File: config.mk
export PLATFORM = sky130hd
export DESIGN_NAME = mips_cpu_hilo_ctrl
export DESIGN_NICKNAME = d
export VERILOG_FILES = /design/src/rtl/mips_cpu_hilo_pkg.sv /design/src/rtl/mips_cpu_hilo_ctrl.sv
export SDC_FILE = /design/constraint.sdc
export NUM_CORES = 1
export LEC_CHECK = 0
export ABC_AREA = 1
export CAP_MARGIN = 0
export CORE_ASPECT_RATIO = 1.2
export CORE_MARGIN = 4
export CORE_UTILIZATION = 30
export DETAILED_ROUTE_END_ITERATION = 8
export PLACE_DENSITY = 0.62
export SYNTH_ARGS = -nofsm -noshare
export SYNTH_HDL_FRONTEND = slang
export SYNTH_SLANG_ARGS = --single-unit
File: constraint.sdc
create_clock -name clk -period 2.25 [get_ports clk]
set_input_delay 0.45 -clock clk [delete_from_list [all_inputs] [get_ports clk]]
set_output_delay 0.45 -clock clk [all_outputs]
set_load 0.05 [all_outputs]
File: src/rtl/mips_cpu_hilo_pkg.sv
// Shared types for the HI/LO sequencer: request opcodes, FSM states, default timeout.
package mips_cpu_hilo_pkg;

  typedef enum logic [1:0] {
    DIV  = 2'd0,
    DIVU = 2'd1,
    MTHI = 2'd2,
    MTLO = 2'd3
  } hilo_op_t;

  typedef enum logic [1:0] {
    IDLE  = 2'd0,
    ISSUE = 2'd1,
    WAIT  = 2'd2
  } hilo_state_t;

  localparam int DEFAULT_TIMEOUT_CYCLES = 40;

endpackage

File: src/rtl/mips_cpu_hilo_ctrl.sv
// HI/LO register pair plus start/wait/abort sequencing for the external iterative divider.
// Define MIPS_CPU_HILO_FWD_EN to forward a completing divide result to hi/lo/MF reads in the done cycle.
module mips_cpu_hilo_ctrl
  import mips_cpu_hilo_pkg::*;
#(
  parameter int TIMEOUT_CYCLES = DEFAULT_TIMEOUT_CYCLES,
  parameter int CNT_W          = 6
) (
  input  logic        clk,
  input  logic        reset,
  input  logic        op_valid,
  input  logic [1:0]  op,
  input  logic [31:0] rs_data,
  input  logic [31:0] rt_data,
  input  logic        mf_req,
  output logic        stall,
  output logic        busy,
  output logic [31:0] hi,
  output logic [31:0] lo,
  output logic        div_start,
  output logic        div_reset,
  output logic        div_sign,
  output logic [31:0] div_dividend,
  output logic [31:0] div_divisor,
  input  logic [31:0] div_quotient,
  input  logic [31:0] div_remainder,
  input  logic        div_done,
  input  logic        div_dbz,
  output logic        timeout_err
);

  localparam logic [CNT_W-1:0] CNT_LAST = CNT_W'(TIMEOUT_CYCLES - 1);

  hilo_state_t      state;
  hilo_op_t         op_e;
  logic [CNT_W-1:0] cnt;
  logic [31:0]      hi_q, lo_q;
  logic             abort_q;

  assign op_e      = hilo_op_t'(op);
  assign busy      = (state != IDLE);
  assign div_reset = reset | abort_q;

  always_ff @(posedge clk) begin
    if (reset) begin
      state        <= IDLE;
      cnt          <= '0;
      hi_q         <= '0;
      lo_q         <= '0;
      div_start    <= 1'b0;
      div_sign     <= 1'b0;
      div_dividend <= '0;
      div_divisor  <= '0;
      abort_q      <= 1'b0;
      timeout_err  <= 1'b0;
    end else begin
      div_start <= 1'b0;
      abort_q   <= 1'b0;
      case (state)
        IDLE: begin
          if (op_valid) begin
            case (op_e)
              DIV, DIVU: begin
                div_dividend <= rs_data;
                div_divisor  <= rt_data;
                div_sign     <= (op_e == DIV);
                // Zero divisor completes here: the divider is never launched.
                if (rt_data != '0) begin
                  state     <= ISSUE;
                  div_start <= 1'b1;
                end
              end
              MTHI: hi_q <= rs_data;
              MTLO: lo_q <= rs_data;
              default: ;
            endcase
          end
        end
        ISSUE: begin
          cnt   <= '0;
          state <= WAIT;
        end
        WAIT: begin
          cnt <= cnt + 1'b1;
          if (div_done) begin
            if (!div_dbz) begin
              lo_q <= div_quotient;
              hi_q <= div_remainder;
            end
            state <= IDLE;
          end else if (cnt == CNT_LAST) begin
            // Divider hung: kick it with a reset pulse next cycle and flag the loss.
            abort_q     <= 1'b1;
            timeout_err <= 1'b1;
            state       <= IDLE;
          end
        end
        default: state <= IDLE;
      endcase
    end
  end

`ifdef MIPS_CPU_HILO_FWD_EN
  logic fwd_hit;
  assign fwd_hit = (state == WAIT) && div_done && !div_dbz;
  assign hi      = fwd_hit ? div_remainder : hi_q;
  assign lo      = fwd_hit ? div_quotient  : lo_q;
  // A pending MTHI/MTLO must still wait for IDLE; only reads ride the forward path.
  assign stall   = busy & (op_valid | (mf_req & ~fwd_hit));
`else
  assign hi      = hi_q;
  assign lo      = lo_q;
  assign stall   = busy & (mf_req | op_valid);
`endif

endmodule
==> results of run 1 <==
cell families after synthesis:
logic type,share of synthesized area [%]
compound gates,18.15
xor+xnor,0.1472
fa+ha+maj,1.051
buf+inv,10.26
flops,47.10
simple gates,23.30
cell type report:
class | count | area, sq um
Timing Repair Buffer | 281 | 2863
Clock inverter | 14 | 137.6
Antenna cell | 1 | 2.502
Fill cell | 1973 | 10150
Multi-Input combinational cell | 567 | 2540
Clock buffer | 18 | 429.2
Inverter | 78 | 294.0
Tap cell | 261 | 326.6
Sequential cell | 140 | 2803
through the flow:
stage	hold slack, ns	total power (uW)	std cells	area, sq um
detailed placement	0.4343	9925	1327	8826
finish	0.4410	12530	1360	9395
global placement	0.4306	9885	1327	8826
global route	0.4569	13240	1360	9395
floorplan	0.4446	7809	834	5951
CTS	0.4440	12680	1359	9393
path summary, 6_finish.rpt:
check | start | to | slack [ns] | depth (start not counted)
hold / removal | hi[8] | hi[8] | 0.44 | 2
setup reg to reg | state[0] | div_dividend[12] | 0.41 | 8
hold reg to reg | hi[8] | hi[8] | 0.44 | 2
setup / recovery | div_dividend[18] | div_dividend[18] | 0.20 | 1
routing by layer:
metal,share of wire (%),global-route usage [%]
met1,42,21.81
met2,48,30.36
met3,6.8,5.514
met4,2.4,6.508
met5,0,0
cell usage in the layout, fill, tap and decap left out, types with 2 or more instances in the layout:
cell,synthesis,routed
inv_6,0,3
buf_4,0,8
buf_12,0,7
clkdlybuf4s50_1,0,266
nand3_4,2,2
nand2_1,181,181
a21oi_1,73,73
inv_2,2,2
clkinv_2,0,2
nor2_4,2,2
dfxtp_1,140,140
nor3_1,6,6
nand3_1,3,3
nor2_1,154,154
ha_1,5,4
clkinv_4,0,4
o21ai_0,71,71
inv_1,76,75
clkbuf_16,0,17
clkinvlp_4,0,4
o21ai_1,60,60
registers in the layout (all words and copies together) (netlist names):
name and flops:
div_sign 1, lo 32, cnt 6, timeout_err 1, hi 32, div_dividend 32
div_start 1, div_divisor 32, state 2, abort_q 1
report_power, final:
| part | internal, uW | switching (uW) |
|---|---|---|
| Clock | 1540 | 1170 |
| Sequential | 3150 | 311 |
| Combinational | 2030 | 4330 |
| Total | 6720 | 5810 |
==> results.yml, run 1 <==
global_routing:
  track_usage_pct: 18.11
  grt_pass1_vias: 5616
  antenna_found_initial: 1
  grt_max_degree: 66
  grt_overflow: 0
  grt_pass1_wl_um: 31050
synth:
  seq_area_frac_synth_pct: 47.10
  syn_area_sq_mm: 0.005951
  synth_ff_type: "dfxtp_1"
  synthesis.nets: 975
  netlist_instances: 834
  synthDistinctLibCells: 26
  post-synth-top-count-cell: "nand2_1"
  synth_top_area_share_pct: 47.10
  yosys.area.top_type: "dfxtp_1"
  synth_common_cells: "181 x nand2_1, 154 x nor2_1, 140 x dfxtp_1"
  synth-seq-cells: 140
  syn_area_per_cell_sq_um: 7.135
  ys_warn_count: 0
  synth_edf_count: 0
  async_reset_ff_share_pct: 0
  synth_area_leaders: "dfxtp_1 47%, nand2_1 11%, nor2_1 9.7%, a21oi_1 6.1%, o21ai_0 6.0%"
sta:
  tns_ns: 0
  maxSlewHeadroom_pct: 61.11
  clock.fmax_ghz: 0.4877
  hold_viol: 0
  rsz0062_at_grt: "false"
  drv_slew: 0
  setup_viol: 0
  fin_skew_ns: 0.008470
  finalWorstSetupSlack_ns: 0.1998
  worst_slew_pin_slew_ns: 0.5816
  post-route-min-period_ns: 2.050
  fin_crit_sh_pct: 91.12
critical_path:
  slowest_stage: "clkdlybuf4s50_1"
  slowest_delay_ns: 0.83
  crit_type: "register to primary output"
  critPathMaxFanout: 2
  worstSetupStartpointType: "register"
  crit_chain: "clkdlybuf4s50_1"
  critical-path-top-delay-family: "buffers and inverters"
  cp-end-kind: "primary output"
  arrival_ns: 1.60
  cp.required_ns: 1.80
  crit_buf_inv: 1
clock_tree:
  cts_tree: "built"
  post_cts_buffers: 0
  cts_buffer_depth: 2
  cts.reportedPaths.clkPinSlew_ns: 0.06
  htreeDepth: 4
  clkLatencyLatePin_ns: 0.42
  cts_root_buffer: "clkbuf_16"
  cts.repair.resized: 0
  clock-sinks: 140
  postCtsHoldBufs: 0
  numCtsBuffers: 17
finish:
  final_util_pct: 48.06
  syn2layout_area_growth_pct: 57.88
  final_net_count: 1226
  layout-drive-gt1-share_pct: 5.373
routing:
  drcViolationCount: 0
  drt-pass1-iter-count: 4
  routedWlPerCell_um: 14.99
  vias_per_cell: 4.405
  drtAntennaViolNets: 0
  wirelength_um: 20390
  num_vias: 5991
  drtIter0Drc: 299
power_and_ir_drop:
  power_density_mw_per_mm2: 1334
  vdd.ir_drop.worst_uv: 589.1
  leakagePower_uw: 0.003814
placement:
  port_buffers: 269
  globalplace.congestion: 0.8407
  pre_cts_ws_ns: 0.2179
  hpwlAfterDp_um: 14890
run:
  cap_violations: 0
hold_path:
  hp-class: "register to register"
floorplan:
  initial_utilization_pct: 30.44
  fp.dieH_um: 162.3
  ios: 270
  core_sq_mm: 0.01955
  die_area_sq_mm: 0.02216
  fp.dieW_um: 136.6
  rows: 56
run_status:
  status: "completed"
(Power assumes the default switching activity.)
==> run 2: changes to the inputs <==
--- a/config.mk
+++ b/config.mk
@@ -12,6 +12,7 @@
 export CORE_UTILIZATION = 30
 export DETAILED_ROUTE_END_ITERATION = 8
 export PLACE_DENSITY = 0.62
+export SLEW_MARGIN = 20
 export SYNTH_ARGS = -nofsm -noshare
 export SYNTH_HDL_FRONTEND = slang
 export SYNTH_SLANG_ARGS = --single-unit
==> constraint.sdc (replaced) <==
create_clock -name clk -period 2.25 [get_ports clk]
set_input_delay 0.45 -clock clk [delete_from_list [all_inputs] [get_ports clk]]
set_output_delay 0.45 -clock clk [all_outputs]
set_load 0.1 [all_outputs]
==> results.yml, run 2 (synthesized netlist as in run 1, its figures left out) <==
run_status:
  status: "completed"
floorplan:
  die_area_sq_mm: 0.02216
  fp.dieW_um: 136.6
  initial_utilization_pct: 30.44
  rows: 56
  ios: 270
  core_sq_mm: 0.01955
  fp.dieH_um: 162.3
clock_tree:
  cts_buffer_depth: 2
  cts_tree: "built"
  postCtsHoldBufs: 0
  htreeDepth: 4
  clkLatencyLatePin_ns: 0.43
  numCtsBuffers: 17
  cts.repair.resized: 0
  cts_root_buffer: "clkbuf_16"
  post_cts_buffers: 0
  clock-sinks: 140
  cts.reportedPaths.clkPinSlew_ns: 0.06
power_and_ir_drop:
  p_seq_share_pct: 23.2
  swShare_pct: 55.64
  leakagePower_uw: 0.004074
  p_comb_share_pct: 57.8
  power_density_mw_per_mm2: 1647
  p_clk_share_pct: 19.0
  power.switching_uw: 8356
  vdd.ir_drop.worst_uv: 729.6
  p_int_uw: 6663
critical_path:
  reg2reg_depth: 8
  critical-path-top-delay-family: "buffers and inverters"
  reg2reg_to: "hi[22]"
  cp-end-kind: "primary output"
  cp.required_ns: 1.80
  regToRegSetupSlack_ns: 0.39
  crit_type: "register to primary output"
  critPathMaxFanout: 6
  crit_chain: "inv_1, ha_1, inv_1, buf_12"
  slowest_stage: "ha_1"
  critical_path.most_common_cell: "inv_1"
  arrival_ns: 1.62
  crit_buf_inv: 3
  worstSetupStartpointType: "register"
  r2r-start: "state[0]"
  crit_cells: 4
  slowest_delay_ns: 0.40
routing:
  vias_per_cell: 4.398
  drt-pass1-iter-count: 4
  num_vias: 5981
  wirelength_um: 20590
  drtIter0Drc: 321
  routedWlPerCell_um: 15.14
  drcViolationCount: 0
  drtAntennaViolNets: 0
finish:
  final_net_count: 1227
  antennaDiodeCount: 0
  final.fill_count: 1973
  syn2layout_area_growth_pct: 53.26
  layout-drive-gt1-share_pct: 17.56
  final_cell_mix: "181 x nand2_1, 153 x nor2_1, 140 x dfxtp_1"
  regArea_sq_mm: 0.002803
  multiInputGateArea_sq_mm: 0.002542
  final_common_cell: "nand2_1"
sta:
  worst_slew_pin_slew_ns: 0.4305
  drv_slew: 0
  post-route-min-period_ns: 2.073
  hold_viol: 0
  fin_skew_ns: 0.01072
  clock.fmax_ghz: 0.4824
  tns_ns: 0
  rsz0062_at_grt: "false"
  fin_crit_sh_pct: 92.13
  hold_slack_ns: 0.4410
  maxSlewHeadroom_pct: 71.30
  setup_viol: 0
placement:
  hpwlAfterDp_um: 15070
  globalplace.congestion: 0.8459
  port_buffers: 269
hold_path:
  min_delay_worst_endpoint: "lo[12]"
  min_path_cells: 2
  hp-class: "register to register"
  hp-start: "lo[12]"
run:
  cap_violations: 0
global_routing:
  grt_max_degree: 79
  antenna_found_initial: 0
  track_usage_pct: 18.21
  grt_pass1_wl_um: 31210
  grt_pass1_vias: 5779
  grt_overflow: 0
## run 2: area by class of cell
| class | instances | share of cell area [%] |
|---|---|---|
| Clock buffer | 18 | 4.815 |
| Clock inverter | 14 | 1.756 |
| Inverter | 78 | 3.224 |
| Multi-Input combinational cell | 567 | 27.88 |
| Sequential cell | 140 | 30.73 |
| Tap cell | 261 | 3.581 |
| Timing Repair Buffer | 282 | 28.01 |
## run 2: stage by stage
step	util [%]	total power, uW	cells	setup slack (ns)	cell area, sq um
after floorplan	-	10290	834	0.2821	5953
after global placement	43.59	12240	1328	0.2726	8521
after detailed placement	43.59	12270	1328	0.2479	8521
after CTS	46.65	15170	1360	0.1214	9120
after global routing	46.65	15740	1360	0.03831	9120
final	46.65	15020	1360	0.1772	9120
## run 2: worst min-delay path: stages (launching register included)
cell and delay, ns:
dfxtp_1 0.31, inv_1 0.04, a21oi_1 0.05
## run 2: worst max path at each step
stage | from | to | slack, ns
floorplan | state[0] | stall | 0.28
global placement | reset | div_reset | 0.27
detailed placement | reset | div_reset | 0.25
CTS | state[0] | busy | 0.12
global route | state[1] | busy | 0.04
finish | state[0] | busy | 0.18
## run 2: power by group through the flow
stage	clock network [uW]	registers, uW	logic, uW
6_report	2860	3480	8680
5_1_grt	3030	3560	9140
4_1_cts	2930	3480	8750
3_5_place_dp	0	3530	8740
3_3_place_gp	0	3510	8720
2_1_floorplan	0	8100	2190
## run 2: metal layers
layer / GRT usage [%] / routed length (um)
met1: 21.68 / 8676
met2: 31.32 / 10240
met3: 5.019 / 1244
met4: 6.279 / 435
met5: 0 / 0
